`config.mk`:
```
export PLATFORM = sky130hd
export DESIGN_NAME = router_rr
export DESIGN_NICKNAME = d
export VERILOG_FILES = /design/src/rtl/router_rr_pkg.sv /design/src/rtl/router_rr_arbiter.sv /design/src/rtl/router_rr_fifo.sv /design/src/rtl/router_rr.sv
export SDC_FILE = /design/constraint.sdc
export NUM_CORES = 1
export LEC_CHECK = 0
export ABC_AREA = 1
export BUFFER_PORTS_ARGS = -buffer_cell sky130_fd_sc_hd__buf_2
export CAP_MARGIN = 10
export CELL_PAD_IN_SITES_DETAIL_PLACEMENT = 1
export CELL_PAD_IN_SITES_GLOBAL_PLACEMENT = 1
export CORE_UTILIZATION = 49
export DETAILED_ROUTE_END_ITERATION = 12
export PLACE_DENSITY = 0.85
export SYNTH_ARGS = -nofsm -noshare
export SYNTH_HDL_FRONTEND = slang
export SYNTH_SLANG_ARGS = --single-unit
export TNS_END_PERCENT = 5
```
`constraint.sdc`:
```
create_clock -name clk -period 7.75 [get_ports clk]
set_input_delay 0.3875 -clock clk [delete_from_list [all_inputs] [get_ports clk]]
set_output_delay 0.3875 -clock clk [all_outputs]
set_load 0.005 [all_outputs]
```
`src/rtl/router_rr_pkg.sv`:
```
// Shared definitions for the round-robin NoC router: port indices and a saturating counter helper.
package router_rr_pkg;

    typedef enum logic [2:0] {
        PORT_NORTH = 3'd0,
        PORT_SOUTH = 3'd1,
        PORT_EAST  = 3'd2,
        PORT_WEST  = 3'd3,
        PORT_LOCAL = 3'd4
    } port_e;

    localparam int STAT_WIDTH = 16;

    // Adds a small per-cycle increment to a 16-bit statistic, clamping at all-ones.
    function automatic logic [15:0] satAdd16(input logic [15:0] base, input logic [3:0] inc);
        logic [16:0] sum;
        sum = {1'b0, base} + {13'b0, inc};
        return sum[16] ? 16'hFFFF : sum[15:0];
    endfunction

endpackage

```
`src/rtl/router_rr_arbiter.sv`:
```
// Round-robin arbiter: one-hot grant to the first requester at or after the pointer.
module rr_arbiter
    import router_rr_pkg::*;
#(
    parameter int N = 5
) (
    input  logic         clk,
    input  logic         reset,
    input  logic [N-1:0] req_i,
    input  logic         enable_i,
    output logic [N-1:0] grant_o
);

    localparam int IW = (N > 1) ? $clog2(N) : 1;

    logic [IW-1:0] ptr_q;
    logic [IW-1:0] ptr_d;
    logic          found;

    // Two passes give the cyclic search without variable indexing: [ptr..N-1] first, then [0..ptr-1].
    always_comb begin
        grant_o = '0;
        ptr_d   = ptr_q;
        found   = 1'b0;
        for (int i = 0; i < N; i++) begin
            if (enable_i && !found && req_i[i] && (i >= int'(ptr_q))) begin
                grant_o[i] = 1'b1;
                found      = 1'b1;
                ptr_d      = (i == N - 1) ? '0 : IW'(i + 1);
            end
        end
        for (int i = 0; i < N; i++) begin
            if (enable_i && !found && req_i[i] && (i < int'(ptr_q))) begin
                grant_o[i] = 1'b1;
                found      = 1'b1;
                ptr_d      = (i == N - 1) ? '0 : IW'(i + 1);
            end
        end
    end

    always_ff @(posedge clk) begin
        if (reset) ptr_q <= '0;
        else       ptr_q <= ptr_d;
    end

endmodule

```
`src/rtl/router_rr_fifo.sv`:
```
// Per-input flit FIFO: 2^DEPTH_LOG2 entries, wrap-around pointers, occupancy count.
module router_rr_fifo
    import router_rr_pkg::*;
#(
    parameter int WIDTH      = 8,
    parameter int DEPTH_LOG2 = 2
) (
    input  logic             clk,
    input  logic             reset,
    input  logic             push_i,
    input  logic [WIDTH-1:0] data_i,
    input  logic             pop_i,
    output logic [WIDTH-1:0] head_o,
    output logic             empty_o,
    output logic             full_o
);

    localparam int DEPTH = 1 << DEPTH_LOG2;

    logic [WIDTH-1:0]      mem_q [DEPTH];
    logic [DEPTH_LOG2-1:0] wrPtr_q;
    logic [DEPTH_LOG2-1:0] rdPtr_q;
    logic [DEPTH_LOG2:0]   count_q;
    logic [DEPTH_LOG2:0]   count_d;

    always_comb begin
        count_d = count_q;
        if (push_i && !pop_i) begin
            count_d = count_q + 1'b1;
        end else if (pop_i && !push_i) begin
            count_d = count_q - 1'b1;
        end
    end

    always_ff @(posedge clk) begin
        if (reset) begin
            wrPtr_q <= '0;
            rdPtr_q <= '0;
            count_q <= '0;
        end else begin
            if (push_i) wrPtr_q <= wrPtr_q + 1'b1;
            if (pop_i)  rdPtr_q <= rdPtr_q + 1'b1;
            count_q <= count_d;
        end
    end

    // Storage needs no reset; the count alone decides which entries are valid.
    always_ff @(posedge clk) begin
        if (push_i) mem_q[wrPtr_q] <= data_i;
    end

    assign head_o  = mem_q[rdPtr_q];
    assign empty_o = (count_q == '0);
    assign full_o  = (count_q == (DEPTH_LOG2 + 1)'(DEPTH));

endmodule

```
`src/rtl/router_rr.sv`:
```
// NoC router with per-input FIFOs, per-output round-robin arbitration and parallel table lookups.
// Optional drop statistics counter enabled by defining ROUTER_STATS_EN.
module router_rr
    import router_rr_pkg::*;
#(
    parameter int ID               = -1,
    parameter int SIZE             = 8,
    parameter int PORT_COUNT       = 5,
    parameter int DESTINATION_BITS = 4,
    parameter int PORT_BITS        = 4,
    parameter int DEPTH_LOG2       = 2
) (
    input  logic                                 clk,
    input  logic                                 reset,
    input  logic [PORT_COUNT-1:0]                rx_req,
    output logic [PORT_COUNT-1:0]                rx_ack,
    input  logic [PORT_COUNT*SIZE-1:0]           rx_data,
    output logic [PORT_COUNT-1:0]                tx_req,
    input  logic [PORT_COUNT-1:0]                tx_ack,
    output logic [PORT_COUNT*SIZE-1:0]           tx_data,
    output logic [PORT_COUNT*DESTINATION_BITS-1:0] table_addr,
    input  logic [PORT_COUNT*PORT_BITS-1:0]      table_data
`ifdef ROUTER_STATS_EN
    ,
    output logic [STAT_WIDTH-1:0]                drop_count
`endif
);

    logic [PORT_COUNT-1:0] fifoEmpty;
    logic [PORT_COUNT-1:0] fifoFull;
    logic [PORT_COUNT-1:0] fifoPush;
    logic [PORT_COUNT-1:0] fifoPop;
    logic [PORT_COUNT-1:0] drop;
    logic [PORT_COUNT-1:0] slotFree;
    logic [SIZE-1:0]       head     [PORT_COUNT];
    logic [PORT_BITS-1:0]  target   [PORT_COUNT];
    logic [PORT_COUNT-1:0] outReq   [PORT_COUNT];
    logic [PORT_COUNT-1:0] grant    [PORT_COUNT];
    logic [SIZE-1:0]       txData_d [PORT_COUNT];
    logic [SIZE-1:0]       txData_q [PORT_COUNT];
    logic [PORT_COUNT-1:0] txReq_q;

    for (genvar i = 0; i < PORT_COUNT; i++) begin : g_input
        router_rr_fifo #(
            .WIDTH      (SIZE),
            .DEPTH_LOG2 (DEPTH_LOG2)
        ) u_fifo (
            .clk     (clk),
            .reset   (reset),
            .push_i  (fifoPush[i]),
            .data_i  (rx_data[SIZE*i +: SIZE]),
            .pop_i   (fifoPop[i]),
            .head_o  (head[i]),
            .empty_o (fifoEmpty[i]),
            .full_o  (fifoFull[i])
        );

        assign rx_ack[i]   = !fifoFull[i];
        assign fifoPush[i] = rx_req[i] && !fifoFull[i];
        assign table_addr[DESTINATION_BITS*i +: DESTINATION_BITS] = head[i][DESTINATION_BITS-1:0];
        assign target[i]   = table_data[PORT_BITS*i +: PORT_BITS];
        assign drop[i]     = !fifoEmpty[i] && (int'(target[i]) >= PORT_COUNT);
    end

    // Each input raises a request toward exactly one output, so a FIFO pops at most once per cycle.
    always_comb begin
        for (int j = 0; j < PORT_COUNT; j++) begin
            outReq[j] = '0;
            for (int i = 0; i < PORT_COUNT; i++) begin
                outReq[j][i] = !fifoEmpty[i] && (int'(target[i]) == j);
            end
        end
    end

    assign slotFree = ~txReq_q | tx_ack;

    for (genvar j = 0; j < PORT_COUNT; j++) begin : g_output
        rr_arbiter #(
            .N (PORT_COUNT)
        ) u_arbiter (
            .clk      (clk),
            .reset    (reset),
            .req_i    (outReq[j]),
            .enable_i (slotFree[j]),
            .grant_o  (grant[j])
        );

        assign tx_data[SIZE*j +: SIZE] = txData_q[j];
    end

    always_comb begin
        fifoPop = drop;
        for (int j = 0; j < PORT_COUNT; j++) begin
            txData_d[j] = '0;
            for (int i = 0; i < PORT_COUNT; i++) begin
                if (grant[j][i]) begin
                    fifoPop[i]  = 1'b1;
                    txData_d[j] = txData_d[j] | head[i];
                end
            end
        end
    end

    // Output registers hold req/data until the downstream ack is seen.
    always_ff @(posedge clk) begin
        if (reset) begin
            txReq_q <= '0;
            for (int j = 0; j < PORT_COUNT; j++) txData_q[j] <= '0;
        end else begin
            for (int j = 0; j < PORT_COUNT; j++) begin
                if (|grant[j]) begin
                    txReq_q[j]  <= 1'b1;
                    txData_q[j] <= txData_d[j];
                end else if (tx_ack[j]) begin
                    txReq_q[j]  <= 1'b0;
                end
            end
        end
    end

    assign tx_req = txReq_q;

`ifdef ROUTER_STATS_EN
    logic [STAT_WIDTH-1:0] dropCount_q;
    logic [3:0]            dropNum;

    always_comb begin
        dropNum = '0;
        for (int i = 0; i < PORT_COUNT; i++) dropNum = dropNum + 4'(drop[i]);
    end

    always_ff @(posedge clk) begin
        if (reset) dropCount_q <= '0;
        else       dropCount_q <= satAdd16(dropCount_q, dropNum);
    end

    assign drop_count = dropCount_q;
`endif

endmodule
```
### Word level (Yosys, flattened, before mapping)

Memories as Yosys holds them, arrays and structs flattened. A register that Yosys moved wholly into a read port is not among the register bits.
Cells that the tools add are included.

| operators by class | value |
|---|---|
| equal/unequal tests | 25 |
| multiplexer cells | 247 |
| $lt $le $gt $ge | 55 |
| add/sub/neg operators | 20 |
| reductions and logical operators | 300 |
| bitwise logic cells | 27 |

Operators by type and width:

| operator | count |
|---|---|
| 8-bit two-way mux | 30 |
| 1-bit logical AND | 190 |
| 3-bit two-way mux | 55 |
| 8-bit OR | 20 |
| 1-bit two-way mux | 152 |
| 1-bit zero test | 65 |
| 9-bit nonzero test | 5 |
| 4-bit by 3-bit equality test with 1-bit output (second input constant) | 10 |
| 8-bit nonzero test | 5 |
| 1-bit by 3-bit greater-or-equal comparator with 1-bit output (first input constant) | 10 |
| 2-bit by 3-bit greater-or-equal comparator with 1-bit output (first input constant) | 10 |
| 1-bit by 3-bit less-than comparator with 1-bit output (first input constant) | 10 |
| 2-bit by 3-bit less-than comparator with 1-bit output (first input constant) | 10 |
| 5-bit OR reduction | 5 |
| 2-bit by 1-bit adder with 2-bit output (second input constant) | 10 |
| 4-bit by 2-bit equality test with 1-bit output (second input constant) | 5 |
| 4-bit equality test (second input constant) | 5 |
| 4-bit by 3-bit greater-or-equal comparator with 1-bit output (second input constant) | 5 |
| 4-bit zero test | 5 |
| 2-bit two-way mux | 10 |
| 2-bit nonzero test | 10 |
| 3-bit by 1-bit adder with 3-bit output (second input constant) | 5 |
| 3-bit equality test (second input constant) | 5 |
| 3-bit greater-or-equal comparator (first input constant) | 5 |
| 8 further kinds | 32 |

| word-level totals | value |
|---|---|
| flip-flop bits (word level) | 55 |
| memories kept | 6 |
| output and inout bits | 70 |
| word-level logic and storage cells | 710 |
| input port bits | 72 |
| RAM bits | 200 |

Memory list:

| memory | words | width | rd ports | clocked after memory_dff | wr ports | line | RTL |
|---|---|---|---|---|---|---|---|
| txData_q | 5 | 8 | 5 | 0 | 5 | router_rr.sv:40 | `logic [SIZE-1:0] txData_q [PORT_COUNT];` |
| g_input[0].u_fifo.mem_q | 4 | 8 | 1 | 1 | 1 | router_rr_fifo.sv:20 | `logic [WIDTH-1:0] mem_q [DEPTH];` |
| g_input[1].u_fifo.mem_q | 4 | 8 | 1 | 1 | 1 | router_rr_fifo.sv:20 |  |
| g_input[2].u_fifo.mem_q | 4 | 8 | 1 | 1 | 1 | router_rr_fifo.sv:20 |  |
| g_input[3].u_fifo.mem_q | 4 | 8 | 1 | 1 | 1 | router_rr_fifo.sv:20 |  |
| g_input[4].u_fifo.mem_q | 4 | 8 | 1 | 1 | 1 | router_rr_fifo.sv:20 |  |

### Longest topological paths before layout

| depth | value |
|---|---|
| word-level depth | 59 |
| gate-level depth with buffers | 22 |

### Hierarchy

Synthesis repeated with hierarchy kept, for this count alone.

| unflattened totals | value |
|---|---|
| cells, all modules | 1516 |
| area, all modules | 13922.1 um^2 |

By module, submodules not included:

| module | times used | cells an instance | area an instance (um^2) | seq. area each (um^2) |
|---|---|---|---|---|
| router_rr_fifo at g_input[0].u_fifo ... | 4 | 134 | 1639.1 | 1141.1 |
| router_rr | 1 | 506 | 3741.1 | 1301.2 |
| rr_arbiter | 5 | 68 | 396.6 | 60.1 |
| router_rr_fifo at g_input[1].u_fifo | 1 | 134 | 1641.6 | 1141.1 |

### Worst setup path before layout

No wires, ideal clock.

| timing | value |
|---|---|
| path type | in2reg |
| start | input port tx_ack[4] |
| end | register g_input[4].u_fifo.count_q[2] |
| path buffers | 0 |
| arrival | 2.820 ns |
| path slack | 4.808 ns |
| setup time | 0.122 ns |
| cell stages on the path | 21 |
| cells stage by stage | inv_1 > nand2_1 > nand3_1 > nor2_2 > nand3_2 > o21ai_2 > nor2_4 > nand3_2 > nor3_4 > nand4_1 > nand2_1 > inv_2 > nand2_1 > nor2_1 > ha_1 > inv_1 > fa_1 > a21oi_1 > o21ai_0 > o21ai_0 > a21oi_1 |

| between the ends | value |
|---|---|
| word-level cells in the longest chain between the ends | 53 |
| elaborated cells between the ends (all ways) | 56 |
| those cells by class | mux: 13; bitwise: 1; reduce/logical: 42 |

Ends and longest elaborated chain:

| item | line | RTL |
|---|---|---|
| from (decl) | router_rr.sv:19 | `input logic [PORT_COUNT-1:0] tx_ack,` |
| 5-bit OR (*) | router_rr.sv:75 | `assign slotFree = ~txReq_q \| tx_ack;` |
| 1-bit logical AND (2 in a row) | router_rr_arbiter.sv:26 | `if (enable_i && !found && req_i[i] && (i >= int'(ptr_q))) begin` |
| 1-bit two-way mux | router_rr_arbiter.sv:26 |  |
| 1-bit zero test | router_rr_arbiter.sv:26 |  |
| 1-bit logical AND (3 in a row) | router_rr_arbiter.sv:26 |  |
| 1-bit two-way mux | router_rr_arbiter.sv:26 |  |
| 1-bit zero test | router_rr_arbiter.sv:26 |  |
| 1-bit logical AND (3 in a row) | router_rr_arbiter.sv:26 |  |
| [... 30 more ...] | - |  |
| 1-bit two-way mux | router_rr_arbiter.sv:33 | `if (enable_i && !found && req_i[i] && (i < int'(ptr_q))) begin` |
| 1-bit zero test | router_rr_arbiter.sv:33 |  |
| 1-bit logical AND (3 in a row) | router_rr_arbiter.sv:33 |  |
| 1-bit two-way mux (*) | router_rr_arbiter.sv:33 |  |
| 1-bit two-way mux (*) | router_rr.sv:96 | `if (grant[j][i]) begin` |
| 1-bit zero test | router_rr_fifo.sv:28 | `if (push_i && !pop_i) begin` |
| 1-bit logical AND | router_rr_fifo.sv:28 |  |
| 3-bit two-way mux / 2-bit nonzero test (equally long branches) | - |  |
| to (signal assigned) | router_rr_fifo.sv:43 | `count_q <= count_d;` |
| to (decl) | router_rr_fifo.sv:23 | `logic [DEPTH_LOG2:0] count_q;` |

Mark *: on every way between the ends. The rest lies on a longest branch, timed or not.
A chain may end at the register's enable or synchronous reset.

### Worst setup path after layout

| timing | value |
|---|---|
| start | register g_input[4].u_fifo.count_q[0] |
| end | register g_input[2].u_fifo.count_q[2] |

| between the ends | value |
|---|---|
| word-level cells in the longest chain between the ends | 29 |
| elaborated cells between the ends (all ways) | 107 |
| those cells by class | mux: 26; reduce/logical: 81 |

Ends and longest elaborated chain:

| item | line | RTL |
|---|---|---|
| 3-bit zero test (*) | router_rr_fifo.sv:53 | `assign empty_o = (count_q == '0);` |
| 1-bit zero test (*) | router_rr.sv:70 | `outReq[j][i] = !fifoEmpty[i] && (int'(target[i]) == j);` |
| 1-bit logical AND | router_rr.sv:70 |  |
| 1-bit logical AND (2 in a row) | router_rr_arbiter.sv:26 |  |
| 1-bit two-way mux | router_rr_arbiter.sv:26 |  |
| 1-bit zero test | router_rr_arbiter.sv:33 |  |
| 1-bit logical AND (3 in a row) | router_rr_arbiter.sv:33 |  |
| 1-bit two-way mux | router_rr_arbiter.sv:33 |  |
| [... 5 more ...] | - |  |
| 1-bit zero test | router_rr_arbiter.sv:33 |  |
| 1-bit logical AND (3 in a row) | router_rr_arbiter.sv:33 |  |
| 1-bit two-way mux | router_rr_arbiter.sv:33 |  |
| 1-bit two-way mux (4 in a row) | router_rr.sv:96 |  |
| 1-bit two-way mux (*) | router_rr.sv:96 |  |
| 1-bit zero test | router_rr_fifo.sv:28 |  |
| 1-bit logical AND | router_rr_fifo.sv:28 |  |
| 3-bit two-way mux / 2-bit nonzero test (equally long branches) | - |  |
| to (signal assigned) | router_rr_fifo.sv:43 |  |
| to (decl) | router_rr_fifo.sv:23 |  |

Marks and branches as above.

==> flow_summary.yaml <==
run_status:
  status: "finished clean"
place:
  dpl.cell_count: 1955
  portBuffers: 141
  place_congestion: 0.953
  placed_area_mm2: 0.0145
  dp_hpwl_um: 32600
  pre_cts_slack_ns: 4.03
detailed_routing:
  post_drt_wl_per_cell_um: 21.9
  via_per_inst: 5.91
  final_antenna_net_count: 0
  drt_iter0_markers: 973
  vias: 11900
  drt_wl_total_um: 44000
  drc_errors: 0
  dr.pass1.iters: 5
sta:
  finClkSkew_ns: 0.0150
  hold_viol: 0
  fmax_mhz: 266
  holdWs_ns: 0.0373
  slew_violations: 0
  setup_viol: 0
  min_period_over_period: 0.485
  rsz0062_at_grt: "false"
  fin_ws_ns: 3.99
  period_needed_ns: 3.76
  tightestPinTransition_ns: 1.12
  finalSetupTns_ns: 0
  max-slew-margin-rel: 0.252
clock_tree:
  cts_resized: 0
  clk_pin_slew_ns: 0.07
  post-cts-setup-buffers: 0
  clockBufferDepth: 3
  clock_sinks: 265
  cts-root-buf: "clkbuf_16"
  cts_hold_buf: 0
  cts-buffers-inserted: 29
  tritoncts: "yes"
  clkLatencyLatePin_ns: 0.57
  cts_max_level: 1
worst_hold_path:
  hold_start: "rx_data[36]"
  hp-class: "in2reg"
  min_to: "g_input[4].u_fifo.mem_q[1][4]$_DFFE_PP_"
  hold_depth: 1
worst_setup_path:
  path_cells: "inv_1, nand3_1, nand3_1, nor3_1, inv_1, nand4_1, nor2_1, nand2_1, nand2_1, nor2_1, nand3_1, inv_1, ha_1, inv_1, fa_1, a21oi_1, o21ai_0, o21ai_0, a21oi_1"
  critPathLaunch: "g_input[4].u_fifo.count_q[0]$_SDFFE_PP0P_"
  worstPathRequired_ns: 8.20
  max_stage_delay_ns: 0.40
  crit_fanout: 9
  critPathMostFrequentCell: "inv_1"
  critPathLaunchType: "flip-flop"
  ff2ff_path_depth: 19
  reg2reg_from: "g_input[4].u_fifo.count_q[0]$_SDFFE_PP0P_"
  reg2reg_slack_ns: 3.99
  worst-setup-path-type: "reg2reg"
  crit_arrival_ns: 4.21
  cp_slowest_cell: "dfxtp_1"
  r2r_end: "g_input[2].u_fifo.count_q[2]$_SDFFE_PP0P_"
  endpoint_kind: "flip-flop"
power_and_ir_drop:
  power_density_mw_per_mm2: 359
  ir_drop_mv: 0.253
  total_power_mw: 5.57
  power_leakage_nw: 6.43
synthesis:
  ys_ff_latch: 265
  yosysSeqAreaShare: 0.541
  ys_types: 47
  syn_area_mm2: 0.0135
  synth_warnings: 0
  syn-num-nets: 1605
  syn_area_per_cell_um2: 8.99
  syn_inst: 1503
global_route:
  antenna_found_initial: 0
  grt_pass1_wl_um: 68300
  grt_max_degree: 43
  track_usage: 0.316
  grt_pass1_vias: 12400
  overflow: 0
finish:
  area_growth_pct: 14.8
  drive_gt1_frac: 0.179
  layout.cells.non_filler: 2009
  final_area_mm2: 0.0155
  layout.nets: 1747
  diodes: 0
  n_fill_cell: 3190
  fin_util: 0.574
die:
  die_y_um: 168
  dieArea_mm2: 0.0282
  num_io_pins: 142
  core-area_mm2: 0.0270
  row_count: 60
  die_x_um: 168
  start_util: 0.500
job:
  maxCapViolCount: 0
==> cell families after synthesis <==
logic type	Yosys count	synth area share
flops	265	0.541
buf+inv	212	0.0637
simple gates	684	0.225
compound gates	305	0.136
fa+ha+maj	30	0.0306
xor+xnor	7	0.00454
==> cell type report <==
type,instances,area [um^2],share of cell area
inverters,178,668,0.0431
multi-input cells,1026,5340,0.344
flip-flops and latches,265,7310,0.471
well taps,341,427,0.0275
clock inverters,19,272,0.0175
repair buffers,145,736,0.0474
clock buffers,35,758,0.0489
==> worst max-delay path: cells and delay by family (launching register included) <==
kind,cells,cell delay [ns]
buffers and inverters,4,0.33
adder cells (fa/ha/maj),2,0.52
flip-flops,1,0.40
AND/OR/NAND/NOR,9,1.80
AO/OA/AOI/OAI,4,0.59
==> power breakdown <==
part           total, mW  switching [mW]  internal, mW
Sequential          1.99           0.196          1.80
Combinational       2.09            1.54         0.548
Clock               1.49           0.589         0.902
==> flip-flops by register name (all words and copies together) (netlist names), named ones only <==
| signal | cells |
|---|---|
| g_input.u_fifo.mem_q | 160 |
| g_input.u_fifo.rdPtr_q | 10 |
| g_input.u_fifo.count_q | 15 |
| tx_req | 5 |
| txData_q | 40 |
| g_input.u_fifo.wrPtr_q | 10 |
| g_output.u_arbiter.ptr_q | 15 |
==> layer usage <==
metal,vias to the layer above,track usage,wire length (um)
met2,435,0.559,21800
li1,5448,-,-
met4,0,0.119,1690
met5,-,0,0
met1,5872,0.388,17800
met3,114,0.0491,2670
==> cell usage in the layout (no fill, tap or decap), types with 8 or more instances in the layout <==
cell type  count
o22ai_1       28
nand3_1       80
nor2_1       199
clkinv_1       8
a22oi_1        9
nand3_2       10
clkbuf_16     29
nand2_1      290
a21oi_1       90
inv_1        153
o21ai_0      100
buf_2        141
dfxtp_1       65
ha_1          25
a32oi_1       12
a21oi_2       40
nand4_1       42
nand2_2       12
nor3_1        15
nor2_2        13
edfxtp_1     200
inv_2         20
==> cell usage after synthesis, drive strengths merged <==
library cell,n,share of area
and2,1,0.00046
and3,1,0.00046
clkinv,5,0.0014
nand2,303,0.087
a22oi,9,0.0050
nor3b,2,0.0015
nor4,5,0.0023
a211oi,3,0.0017
o211ai,3,0.0017
or2,3,0.0014
a21boi,6,0.0033
xor2,7,0.0045
o2111ai,3,0.0019
nor3,18,0.0082
o21ai,105,0.039
a21oi,130,0.059
edfxtp,200,0.44
buf,13,0.0084
nor2,216,0.065
nand3,90,0.037
o22ai,28,0.013
a2111oi,1,0.00065
nand3b,2,0.0011
inv,173,0.048
ha,25,0.023
a31oi,5,0.0023
a32oi,12,0.0078
nand4,43,0.020
dfxtp,65,0.096
clkbuf,21,0.0058
fa,5,0.0074
==> worst max path at each step <==
| stage | to | slack [ns] | cells after the start |
|---|---|---|---|
| after floorplan | g_input[4].u_fifo.count_q[2]$_SDFFE_PP0P_ | 4.81 | 21 |
| after global placement | g_input[4].u_fifo.count_q[2]$_SDFFE_PP0P_ | 4.15 | 19 |
| after detailed placement | g_input[2].u_fifo.count_q[2]$_SDFFE_PP0P_ | 4.03 | 23 |
| after CTS | g_input[2].u_fifo.count_q[2]$_SDFFE_PP0P_ | 4.08 | 19 |
| after global routing | g_input[3].u_fifo.count_q[2]$_SDFFE_PP0P_ | 3.68 | 19 |
| final | g_input[2].u_fifo.count_q[2]$_SDFFE_PP0P_ | 3.99 | 19 |
No activity file was read; power rests on OpenSTA's default activity.
